--- config.mk ---
export PLATFORM = sky130hd
export DESIGN_NAME = regfile_scoreboard
export DESIGN_NICKNAME = d
export VERILOG_FILES = /design/src/rtl/regfile_scoreboard.sv
export SDC_FILE = /design/constraint.sdc
export NUM_CORES = 2
export LEC_CHECK = 0
export ABC_AREA = 0
export CAP_MARGIN = 15
export CORE_MARGIN = 2
export CORE_UTILIZATION = 35
export CTS_BUF_LIST = sky130_fd_sc_hd__clkbuf_8
export DETAILED_ROUTE_END_ITERATION = 6
export GPL_TIMING_DRIVEN = 0
export PLACE_DENSITY = 0.5
export SETUP_SLACK_MARGIN = 0.3
export SLEW_MARGIN = 15
export SYNTH_ARGS = -nofsm -noshare
export SYNTH_HDL_FRONTEND = slang
export SYNTH_SLANG_ARGS = --single-unit
--- constraint.sdc ---
create_clock -name clk -period 8.4 [get_ports clk]
set_input_delay 2.1 -clock clk [delete_from_list [all_inputs] [get_ports clk]]
set_output_delay 2.1 -clock clk [all_outputs]
set_load 0.05 [all_outputs]
--- src/rtl/regfile_scoreboard.sv ---
// Register file with N combinational read ports, one write port,
// optional write-to-read bypass, hard-wired zero register and busy scoreboard.
module regfile_scoreboard #(
  parameter int DATA_W   = 32,
  parameter int ADDR_W   = 5,
  parameter int NUM_RD   = 2,
  parameter int BYPASS   = 1,
  parameter int ZERO_REG = 1
) (
  input  logic                       clk,
  input  logic                       rst_n,
  input  logic [NUM_RD*ADDR_W-1:0]   rd_addr,
  output logic [NUM_RD*DATA_W-1:0]   rd_data,
  output logic [NUM_RD-1:0]          rd_busy,
  input  logic                       reg_write,
  input  logic                       reg_dest,
  input  logic [ADDR_W-1:0]          wr_addr_a,
  input  logic [ADDR_W-1:0]          wr_addr_b,
  input  logic [DATA_W-1:0]          wr_data,
  input  logic                       iss_valid,
  input  logic [ADDR_W-1:0]          iss_addr
);

  localparam int DEPTH = 2**ADDR_W;

  logic [DATA_W-1:0] r_rf [DEPTH];
  logic [DEPTH-1:0]  r_busy;

  logic [ADDR_W-1:0] w_wa;
  logic              w_wr_en;
  logic              w_iss_en;

  assign w_wa     = reg_dest ? wr_addr_b : wr_addr_a;
  assign w_wr_en  = reg_write &&
                    !((ZERO_REG != 0) && (w_wa == '0));
  assign w_iss_en = iss_valid &&
                    !((ZERO_REG != 0) && (iss_addr == '0));

  always_ff @(posedge clk or negedge rst_n) begin
    if (!rst_n) begin
      for (int k = 0; k < DEPTH; k++) r_rf[k] <= '0;
    end else if (w_wr_en) begin
      r_rf[w_wa] <= wr_data;
    end
  end

  // Issue is applied after the write clear so a new producer wins.
  always_ff @(posedge clk or negedge rst_n) begin
    if (!rst_n) begin
      r_busy <= '0;
    end else begin
      if (w_wr_en)  r_busy[w_wa]     <= 1'b0;
      if (w_iss_en) r_busy[iss_addr] <= 1'b1;
    end
  end

  for (genvar g = 0; g < NUM_RD; g++) begin : g_rd
    logic [ADDR_W-1:0] w_ra;
    logic [DATA_W-1:0] w_d;
    logic              w_b;
    logic              w_hit;
    logic              w_zero;

    assign w_ra   = rd_addr[g*ADDR_W +: ADDR_W];
    assign w_hit  = (BYPASS != 0) && w_wr_en && (w_wa == w_ra);
    // Reset also masks the bypass path so nothing leaks while held.
    assign w_zero = !rst_n ||
                    ((ZERO_REG != 0) && (w_ra == '0));

    always_comb begin
      w_d = r_rf[w_ra];
      w_b = r_busy[w_ra];
      if (w_hit) begin
        w_d = wr_data;
        w_b = 1'b0;
      end
      if (w_zero) begin
        w_d = '0;
        w_b = 1'b0;
      end
    end

    assign rd_data[g*DATA_W +: DATA_W] = w_d;
    assign rd_busy[g]                  = w_b;
  end

endmodule

# ---- Word level (Yosys, flattened, before mapping)
# Cells that the tools add are included.
dict set report word_totals {
  wordCells 95
  regBits 1056
  inputBits 62
  output_inout_bits 66
}
dict set report classes {
  eq_ne 2
  n_mux 28
  reduce_logical 16
  n_bitwise 6
  magnitude_cmp 10
}
# op count
set ops {}
lappend ops {{$bwmux W1024} 1}
lappend ops {{$mux W32} 11}
lappend ops {{$bmux W32 S5} 2}
lappend ops {{$demux W32 S5} 1}
lappend ops {{$and A32 B32 Y32} 1}
lappend ops {{$not A32 Y32} 1}
lappend ops {{$or A32 B32 Y32} 1}
lappend ops {{$lt A5 B6 Y1 const B} 4}
lappend ops {{$logic_not A5 Y1} 4}
lappend ops {{$ge A6 B6 Y1 const B} 3}
lappend ops {{$not A5 Y6} 3}
lappend ops {{$bmux W1 S5} 2}
lappend ops {{$demux W1 S5} 2}
lappend ops {{$eq A5 B5 Y1} 2}
lappend ops {{$ge A5 B1 Y1 const B} 2}
lappend ops {{$mux W1} 8}
lappend ops {{$logic_and A1 B1 Y1} 7}
lappend ops {{$lt A6 B1 Y1 const B} 1}
lappend ops {{$mux W5} 1}
lappend ops {{$logic_not A1 Y1} 3}
lappend ops {{$logic_or A1 B1 Y1} 2}

# ---- Depth between registers and ports, before layout
dict set report depth {
  ltp_word 10
  depth_mapped 10
  ltp_nobuf 6
}

# ---- Worst setup path before layout
# Ideal clock, no wire load.
dict set report synth_timing {
  kind {input to output}
  startpoint {input port reg_dest}
  endpoint {output port rd_data[34]}
  setup_slack_ps 1635
  n_path_buf 2
  stages 8
  t_required_ps 6300
  arrival_ps 4665
  path_cell_list {buf_6 -> mux2i_4 -> nand3_4 -> nand3b_1 -> nand4_2 -> buf_2 -> nor2_1 -> a211oi_1}
}
dict set report synth_between {
  elab_chain_len 7
  word_cells_on_any_way 8
  classes_between {eq/ne (1); mux (3); reduce/logical (4)}
}
# element line
set synth_rtl {}
lappend synth_rtl {{start: declaration} 16} ;# input logic reg_dest,
lappend synth_rtl {{$mux W5 (*)} 33} ;# assign w_wa = reg_dest ? wr_addr_b : wr_addr_a;
lappend synth_rtl {{$logic_not A5 Y1} 35} ;# !((ZERO_REG != 0) && (w_wa == '0));
lappend synth_rtl {{$logic_not A1 Y1} 35}
lappend synth_rtl {{$logic_and A1 B1 Y1} 34} ;# assign w_wr_en = reg_write &&
lappend synth_rtl {{$logic_and A1 B1 Y1 (*)} 65} ;# assign w_hit = (BYPASS != 0) && w_wr_en && (w_wa == w_ra);
lappend synth_rtl {{$mux W32 (*)} 73} ;# if (w_hit) begin
lappend synth_rtl {{$mux W32 (*)} 77} ;# if (w_zero) begin
lappend synth_rtl {{end: declaration} 13} ;# output logic [NUM_RD*DATA_W-1:0] rd_data,
# Every way passes the cells marked *; elsewhere a longest branch is shown, timed or not.

# ---- Worst setup path in the final report
dict set report layout_timing {
  startpoint {input port rd_addr[5]}
  endpoint {output port rd_data[51]}
}
dict set report layout_between {
  elab_chain_len 6
  word_cells_on_any_way 10
  classes_between {eq/ne (1); mux (5); bitwise (1); reduce/logical (3)}
}
# element line
set layout_rtl {}
lappend layout_rtl {{start: declaration} 12} ;# input logic [NUM_RD*ADDR_W-1:0] rd_addr,
lappend layout_rtl {{$not A5 Y6 (not written as such)} 71} ;# w_d = r_rf[w_ra];
lappend layout_rtl {{$bmux W32 S5} 71}
lappend layout_rtl {{$mux W32 (not written as such) (2 in series)} 71}
lappend layout_rtl {{$mux W32} 73}
lappend layout_rtl {{$mux W32 (*)} 77}
# Every way passes the cells marked *; elsewhere a longest branch is shown, timed or not. The select of a mux whose other input is x is not followed.

==> out/qor.tcl <==
set qor(final-setup-viol-count) 0
set qor(clkSlewWorstSetupHoldPaths_ps) 60
set qor(post_synthesis_cell_count) 3535
set qor(grt_first_pass_wirelength_mm) 299
set qor(yosys.cell_count.top_type) {dfrtp_1}
set qor(async_reset_ff_share_pct) 100
set qor(ys_seq_area_share_pct) 46.5
set qor(initial_utilization_pct) 35.3
set qor(place.gp.congestion) 0.865
set qor(numClockSinks) 1056
set qor(static-leakage-power_uw) 0.0276
set qor(post_place_worst_slack_ps) -575
set qor(final_layout_size_suffix_gt1_share_pct) 53.2
set qor(drv.max_cap_violation_count) 0
set qor(drt_iter0_drc) 3339
set qor(clkLatencyLatePin_ps) 920
set qor(number_of_global_route_vias_before_repair) 37800
set qor(grt_max_degree) 148
set qor(vias) 36400
set qor(postCtsSetupBuffers) 0
set qor(grt_setup_unrepaired) {yes}
set qor(drt_pass1_iterations) 5
set qor(hold_ws_ps) 475
set qor(finalHoldViolations) 0
set qor(cts_max_level) 4
set qor(number_of_antenna_violating_nets_in_the_routed_design) 0
set qor(status) {finished clean}
set qor(synth_largest_type_area_fraction_pct) 46.5
set qor(type_of_element_launching_the_critical_path) {input port}
set qor(cts_tree) {yes}
set qor(worstPathMaxFanout) 10
set qor(post-route-min-period_ps) 8170
set qor(slew_headroom_pct) 8.55
set qor(timing.final.crit_share_pct) 97.3
set qor(critPathCaptureType) {output port}
set qor(syn-num-nets) 3597
set qor(yosys-top-cells-area) {dfrtp_1 (47%), mux4_2 (25%), mux2_2 (19%), mux2i_1 (1.8%), clkbuf_1 (1.5%)}
set qor(die_w_um) 407
set qor(dp_hpwl_mm) 147
set qor(synth.distinct_cells) 45
set qor(post-route-worst-setup-slack_ps) 226
set qor(die-height_um) 407
set qor(worst-slew-pin-transition_ps) 1370
set qor(clock-root-buffer) {clkbuf_8}
set qor(timing.hold.worst.class) {flop to flop}
set qor(design.final.nets) 3921
set qor(synth_commonest_cells) {dfrtp_1 (1056), mux2_2 (946), mux4_2 (623), clkbuf_1 (220), buf_2 (145)}
set qor(number_of_vias_per_cell_after_detailed_routing) 5.90
set qor(power-per-cell-area_nw_per_um2) 258
set qor(slew_violations) 0
set qor(core_region_area_um2) 161000
set qor(worst_ep_arrival_time_ps) 6070
set qor(synth_largest_area_cell) {dfrtp_1}
set qor(cts-root-to-sink-buffers) 3
set qor(route.final.wire_length_mm) 214
set qor(top_level_ports) 128
set qor(max-vdd-ir-drop_uv) 138
set qor(antenna_violations_before_repair) 10
set qor(setup_tns_ps) 0
set qor(grt_remaining_overflow) 0
set qor(drc) 0
set qor(placement.io_buffers) 116
set qor(timing.critical_path.required_ps) 6300
set qor(max_freq_mhz) 122
set qor(combined_area_of_all_synthesized_cells_um2) 56800
set qor(synth-seq-cells) 1056
set qor(track_usage_pct) 26.2
set qor(fp-row-count) 147
set qor(floorplan.die_area_um2) 165000
set qor(areaGrowthSynthToFinish_pct) 14.4
set qor(synth_enable_flop_cells) 0
set qor(syn-mean-instance-area_um2) 16.1
set qor(ys_warn_count) 0
set qor(leading_register_cell_type_out_of_synthesis) {dfrtp_1}
set qor(rrSetupSlack_ps) 7590
set qor(numCtsBuffers) 195
set qor(crit_type) {input port to output port}
set qor(fin_skew_ps) 0
set qor(routed_wire_length_per_instance_um) 34.7
## cells by family (layout without fill, tap and decap cells)
group                     Yosys count  after routing  synth area share (%)
AOI/OAI and AO/OA                 173            173                  2.02
muxes                            1727           1727                  46.5
other                               0              3                     0
DFF                              1056           1056                  46.5
and+or+nand+nor                   143            143                  1.38
xor gates and xnor gates           10             10                 0.154
buffers and inverters             426            898                  3.44
## final timing paths
| path | from | endpoint | cells past startpoint |
|---|---|---|---|
| setup / recovery | rd_addr[5] | rd_data[51] | 10 |
| hold reg to reg | r_rf[999]$_DFFE_PN0P_ | r_rf[999]$_DFFE_PN0P_ | 1 |
| max in group asynchronous | rst_n | r_rf[976]$_DFFE_PN0P_ | 4 |
| setup reg to reg | r_rf[277]$_DFFE_PN0P_ | r_rf[277]$_DFFE_PN0P_ | 1 |
| hold / removal | r_rf[999]$_DFFE_PN0P_ | r_rf[999]$_DFFE_PN0P_ | 1 |
| min in group asynchronous | rst_n | r_rf[509]$_DFFE_PN0P_ | 1 |
## area by class of cell
type                    count  area, µm²
flip-flops and latches   1056      26400
clock inverters            95        475
fillers                 15000      96000
diodes                      3       7.51
well taps                2160       2700
inverters                  14       52.6
plain buffers             412       1990
repair buffers            127       1460
clock buffers             250       3440
multi-input cells        2053      28400
## critical path, cell delays in order
cell and delay [ps]:
buf_2 190, buf_4 270, buf_4 310, buf_4 290, xnor2_1 100, nor2_1 170, nand4_2 540, buf_2 510
a211oi_1 600, clkdlybuf4s50_1 930
## registers in the layout, summed over array words and instances (netlist names)
name,flops
r_rf,1024
r_busy,32
## power by group
part	switching (µW)	internal [µW]	total [µW]
Sequential	918	6400	7320
Combinational	1850	2540	4390
Clock	2330	2710	5040
## metal layers
layer | global-route usage (%) | wire (µm) | vias to the layer above
met5 | 0 | 30 | -
met4 | 9.74 | 8020 | 6
met3 | 7.50 | 16700 | 360
met2 | 40.4 | 98400 | 1319
met1 | 35.0 | 91000 | 20200
li1 | - | - | 14500
## timing repair
item | CTS | global route
hold buffers | 0 | 0
gates resized for setup | 28 | 24
endpoints found under the hold margin | 0 | 0
endpoints found under the setup margin | 61 | 17
## stage by stage
step	utilization [%]	area, µm²	total power (µW)	cells
floorplan	-	56800	10300	3535
global placement	37.7	60700	11700	5811
detailed placement	37.9	61000	11800	5821
CTS	40.3	64900	16800	6166
global route	40.4	65000	17500	6168
finish	40.4	65000	16800	6170
## layout by cell type (no fill, tap or decap), types with 4 or more instances in the layout
cell	synthesis	layout
mux2_1	49	49
clkinv_2	0	16
nor2_2	19	19
o21ai_0	30	30
a21oi_1	32	32
o2bb2ai_1	32	31
o32ai_1	4	4
buf_16	0	9
buf_4	24	27
mux2_2	946	946
a211oi_1	31	28
mux2i_4	5	5
nor2_1	47	47
o22ai_1	37	37
buf_2	145	151
nand2_1	30	30
clkbuf_2	0	43
clkinvlp_4	0	5
nor3_1	6	6
inv_1	13	81
dlymetal6s2s_1	0	10
a221oi_1	4	4
nand3_1	9	9
clkdlybuf4s50_1	0	103
buf_6	11	14
mux4_2	623	623
nand2b_1	5	5
xnor2_1	10	10
clkbuf_8	0	250
dfrtp_1	1056	1056
mux2i_1	104	104
nor2b_1	4	4
clkbuf_1	220	174
(Power assumes the default switching activity.)
